File: config.mk
export PLATFORM = sky130hd
export DESIGN_NAME = data_sampler_mc
export DESIGN_NICKNAME = d
export VERILOG_FILES = /design/src/rtl/data_sampler_mc.sv
export SDC_FILE = /design/constraint.sdc
export NUM_CORES = 1
export LEC_CHECK = 0
export CORE_MARGIN = 5
export CORE_UTILIZATION = 45
export DETAILED_ROUTE_END_ITERATION = 16
export DONT_BUFFER_PORTS = 1
export PLACE_DENSITY = 0.7
export SLEW_MARGIN = 20
export SYNTH_ARGS = -nofsm -noshare
export SYNTH_HDL_FRONTEND = slang
export SYNTH_SLANG_ARGS = --single-unit
File: constraint.sdc
create_clock -name clk -period 19.27 [get_ports clk]
set_input_delay 1.927 -clock clk [delete_from_list [all_inputs] [get_ports clk]]
set_output_delay 1.927 -clock clk [all_outputs]
set_load 0.02 [all_outputs]
File: src/rtl/data_sampler_mc.sv
// Multi-channel decimating sampler: each channel holds its latest (or first) input
// and releases it on the shared sample tick, counting every lost word per channel.
module data_sampler_mc #(
  parameter int DATA_W = 64,
  parameter int NUM_CH = 4,
  parameter int DIV_W  = 8,
  parameter int DROP_W = 16
) (
  input  logic                     clk,
  input  logic                     rst,
  input  logic [NUM_CH*DATA_W-1:0] data_i,
  input  logic [NUM_CH-1:0]        valid_i,
  input  logic [DIV_W-1:0]         div_i,
  input  logic                     mode_i,
  input  logic                     drop_clr_i,
  output logic [NUM_CH*DATA_W-1:0] data_o,
  output logic [NUM_CH-1:0]        valid_o,
  output logic                     tick_o,
  output logic [NUM_CH*DROP_W-1:0] drop_cnt_o
);

  logic [DIV_W-1:0]  cnt;
  logic              term;
  logic [DATA_W-1:0] hold [NUM_CH];
  logic [NUM_CH-1:0] pend;
  logic [NUM_CH-1:0] drop;

  // >= rather than == so a lowered div_i never wraps through the full range
  assign term = (cnt >= div_i);
  assign drop = valid_i & pend & {NUM_CH{~term}};

  always_ff @(posedge clk or posedge rst) begin
    if (rst) begin
      cnt    <= '0;
      tick_o <= 1'b0;
    end else begin
      cnt    <= term ? '0 : cnt + DIV_W'(1);
      tick_o <= term;
    end
  end

  always_ff @(posedge clk or posedge rst) begin
    if (rst) begin
      pend       <= '0;
      valid_o    <= '0;
      data_o     <= '0;
      drop_cnt_o <= '0;
      for (int c = 0; c < NUM_CH; c++) hold[c] <= '0;
    end else begin
      for (int c = 0; c < NUM_CH; c++) begin
        valid_o[c] <= term & pend[c];
        if (term && pend[c])
          data_o[c*DATA_W +: DATA_W] <= hold[c];
        // keep-first drops leave the held word alone
        if (valid_i[c] && !(drop[c] && mode_i))
          hold[c] <= data_i[c*DATA_W +: DATA_W];
        pend[c] <= valid_i[c] | (pend[c] & ~term);
        if (drop_clr_i)
          drop_cnt_o[c*DROP_W +: DROP_W] <= '0;
        else if (drop[c] && (drop_cnt_o[c*DROP_W +: DROP_W] != {DROP_W{1'b1}}))
          drop_cnt_o[c*DROP_W +: DROP_W] <= drop_cnt_o[c*DROP_W +: DROP_W] + DROP_W'(1);
      end
    end
  end

endmodule

After elaboration in Yosys (flattened, before gate mapping)
Cells that the tools add are included.
- add/subtract/negate cells: 5
- $mul: 0
- divide/modulo/power cells: 0
- magnitude comparators: 1
- equal/unequal tests: 4
- shifts and indexed selects: 0
- muxes and demuxes: 9
- bitwise operators: 15
- reduce and logical (&&, ||, !) cells: 24
- operators by type and width (cell ; number):
    $mux W16 ; 8
    $add A16 B1 Y16 const B ; 4
    $ne A16 B16 Y1 const B ; 4
    $logic_and A1 B1 Y1 ; 16
    $add A8 B1 Y8 const B ; 1
    $and A1 B1 Y1 ; 8
    $and A4 B4 Y4 ; 2
    $ge A8 B8 Y1 ; 1
    $mux W8 ; 1
    $reduce_bool A2 Y1 ; 4
    $logic_not A1 Y1 ; 4
    $or A1 B1 Y1 ; 4
    $not A1 Y1 ; 1
- register bits: 593
- bits in latches: 0
- memory bits (writable): 0
- bits in read-only memories: 0
- input port bits: 272
- output and inout port bits: 325
- logic and storage cells: 74
- memories: 0

Longest topological paths before layout
- depth after elaboration: 6
- depth in mapped cells: 11
- mapped depth without buffers: 8

Worst setup path before layout
No wires, ideal clock.
- path kind: input -> register
- start: input port div_i[6]
- end: register hold[232] in the netlist's numbering
- library setup time: 125 ps
- data arrival time: 3879 ps
- data required time: 19145 ps
- slack: 15266 ps
- stages: 10
- path buffers: 2
- path through: inv_1 ha_1 a21o_1 a21o_1 a31oi_4 inv_2 buf_6 o21ai_4 buf_6 mux2_2
- word-level cells in the longest chain between the ends: 6
- ends and longest elaborated chain (element ; RTL line ; source):
    start: declaration ; 13 ; input logic [DIV_W-1:0] div_i,
    $ge A8 B8 Y1 ; 29 ; assign term = (cnt >= div_i);
    $not A1 Y1 ; 30 ; assign drop = valid_i & pend & {NUM_CH{~term}};
    $and A4 B4 Y4 ; 30 ;
    $logic_and A1 B1 Y1 ; 55 ; if (valid_i[c] && !(drop[c] && mode_i))
    $logic_not A1 Y1 ; 55 ;
    $logic_and A1 B1 Y1 ; 55 ;
    end signal: indexed assignment ; 56 ; hold[c] <= data_i[c*DATA_W +: DATA_W];
    end: declaration ; 24 ; logic [DATA_W-1:0] hold [NUM_CH];
No other way between the ends.
A chain may end at the register's enable or synchronous reset.

Worst setup path in the final report
- start: input port div_i[2]
- end: register hold[33] in the netlist's numbering
The elaborated chain is that of the path after synthesis.

==> out/summary.txt <==
status: completed
# rows: 84
Hold Crit Start: hold[214]$_DFFE_PP0P_
IO Pins: 597
DRT Pass-1 Iters: 5
DR WL met2: 28.0 mm
H-tree levels: 2
share of cells above drive strength 1: 39.3%
DRC: 0
# setup viols final: 0
cells after synthesis: 1584
Power Total: 4.53 mW
Worst-Margin Slew: 1020 ps
FMAX: 193 MHz
Hold Vio Cnt, Final: 0
CTS Sinks: 593
initial antenna violation count: 20
post-route cell area: 26200 sq um
CTS root buffer: clkbuf_16
sequential cell area: 14800 sq um
metal3 WL: 6.61 mm
DIE HEIGHT: 239 microns
max cap viols: 0
post-synthesis sequential area ratio: 62.8%
Lkg Pwr: 11.2 nW
Antenna Nets Post-Route: 0
setup ws final: 14090 ps
Final min period: 5180 ps
Post-Route WL: 56.1 mm
setup tns final: 0 ps
vias in the first global route: 14000
multi-input logic area: 8240 sq um
CTS Buffer Depth: 3
Netlist cell types: 51
Initial Util: 45.1%
DR vias/cell: 5.72
GRT overflow: 0
Vias: 13300
total CTS buffers: 60
# hold bufs at CTS: 0
Syn. warnings: 0
Synthesized Nets: 1869
Pins Over Slew Limit: 0
worst reg2reg path endpoint: hold[33]$_DFFE_PP0P_
reg-to-reg slack, setup: 15010 ps
PostCTS Resize Cnt: 0
RSZ-0062 raised after global routing: no
Detailed Route Iter0 Violations: 747
GPL Wtd Cong: 0.835
worst skew pair latency: 590 ps
die area: 57200 sq um
commonest non-fill, non-tap cell in the layout: dfrtp_1
Synth-to-Final Area Change: 10.9%
Worst setup SP type: primary input
Layout fillers: 4303
hold endpoint: hold[214]$_DFFE_PP0P_
Syn Area/Cell: 14.9 sq um
PortBufs: 0
Post-layout nets: 1864
most frequent cells in the layout: 593 x dfrtp_1, 519 x mux2_2, 61 x clkbuf_16
Reg clk slew, reported paths: 60 ps
Final HPWL DP: 40.0 mm
global-route wire length before repair: 85.4 mm
reg2reg path depth: 9
RR Startpoint: cnt[2]$_DFF_PP0_
Crit Path Category: in -> reg
fin crit share: 26.9%
Die W: 239 microns
CTS tree: built
Core Box Area: 52300 sq um
pin count of the biggest net entering global routing: 197
Pwr Density: 173 nW/um^2
Mapped Area: 23600 sq um
CP arrival: 5650 ps
Post-CTS Setup Bufs: 0
CP endpoint kind: register
Setup Slack @ Placement: 13080 ps
CP max FO: 60
GRT Total Usage: 18.9%
clk_skew: 14.8 ps
DR WL/cell: 24.1 microns
Area after DPL: 24100 sq um
met1 wire length: 19.7 mm
Hold Crit Class: reg -> reg
top sig layer: met5
Slew headroom: 31.6%
Worst VDD drop: 0.107 mV
Req. time, crit path: 19740 ps
hold path depth: 1
synthesized flop and latch total: 593
==> worst max-delay path, cell delays in order <==
cell and delay, ps:
inv_1 30, ha_1 280, nor3_1 300, o21bai_2 150, a31oi_4 410, inv_2 470
buf_4 440, o21ai_4 420, buf_4 720, mux2_2 420
==> worst max path at each step <==
stage	from	endpoint	cells after the start	slack, ps
floorplan	rst	cnt[0]$_DFF_PP0_	1	750
global placement	rst	drop_cnt_o[26]$_DFFE_PP0P_	5	13230
detailed placement	rst	drop_cnt_o[22]$_DFFE_PP0P_	5	13080
CTS	rst	drop_cnt_o[22]$_DFFE_PP0P_	5	13730
global route	rst	drop_cnt_o[28]$_DFFE_PP0P_	5	13770
finish	div_i[2]	hold[33]$_DFFE_PP0P_	10	14090
==> stage by stage <==
step | hold WS, ps | std cells | util (%)
after detailed placement | 482 | 2204 | 46.1
after global routing | 508 | 2316 | 50.0
after global placement | 471 | 2204 | 46.1
after floorplan | 460 | 1584 | -
after CTS | 493 | 2311 | 49.9
final | 488 | 2324 | 50.1
==> cell usage after synthesis, drive strengths merged <==
master / n / share of area (%)
a311o: 1 / 0.042
a211oi: 1 / 0.032
o2111ai: 1 / 0.037
nand4: 12 / 0.32
nor2: 28 / 0.44
dfrtp: 593 / 63
a41o: 1 / 0.042
o21bai: 1 / 0.048
nand4b: 1 / 0.037
nor4: 8 / 0.28
xnor2: 1 / 0.037
a31oi: 4 / 0.17
nand2b: 1 / 0.026
buf: 60 / 1.8
a31o: 2 / 0.074
a2111oi: 1 / 0.037
or3: 13 / 0.34
nor3b: 2 / 0.064
and3: 12 / 0.32
a311oi: 1 / 0.037
a21o: 7 / 0.22
nor2b: 13 / 0.34
o21ai: 20 / 0.57
ha: 13 / 0.69
mux2: 524 / 25
o21a: 1 / 0.032
a41oi: 1 / 0.037
nand2: 31 / 0.49
nor4b: 1 / 0.037
o21ba: 2 / 0.085
o31ai: 36 / 1.1
clkbuf: 21 / 0.33
nor3: 6 / 0.13
xor2: 5 / 0.19
o311ai: 1 / 0.037
o31a: 1 / 0.037
and2: 4 / 0.11
a21oi: 48 / 1.0
nand3: 38 / 0.80
and4: 10 / 0.37
or4: 33 / 1.0
inv: 24 / 0.38
==> registers in the layout, summed over array words and instances, names as in the netlist <==
| signal | cells |
|---|---|
| data_o | 256 |
| tick_o | 1 |
| hold | 256 |
| pend | 4 |
| drop_cnt_o | 64 |
| valid_o | 4 |
| cnt | 8 |
==> where the power goes <==
group	switching, mW	leakage (nW)	total [mW]	internal [mW]
clock	0.463	0.983	1.17	0.708
sequential	0.746	7.15	2.50	1.75
combinational	0.338	3.07	0.863	0.525
total	1.55	11.2	4.53	2.98
==> kinds of logic after synthesis <==
| kind of cell | count (synthesis) | synth area share [%] |
|---|---|---|
| xor gates and xnor gates | 6 | 0.222 |
| AOI/OAI and AO/OA | 130 | 3.70 |
| muxes | 524 | 25.0 |
| buffers and inverters | 105 | 2.47 |
| and+or+nand+nor | 213 | 5.16 |
| adders and majority gates | 13 | 0.688 |
| DFF | 593 | 62.8 |
==> layer usage <==
metal  GRT usage (%)  vias to the layer above
met5               0                        -
met4            5.74                       12
met3            9.22                      127
met2            31.9                      549
met1            21.2                     6866
li1                -                     5736
==> final cells by class <==
class,count,area share [%]
well taps,688,3.28
clock buffers,89,6.57
multi-input cells,886,31.4
repair buffers,14,0.554
inverters,24,0.372
flip-flops and latches,593,56.6
clock inverters,18,1.06
diodes,12,0.115
Power figures use the tool's default switching activity.
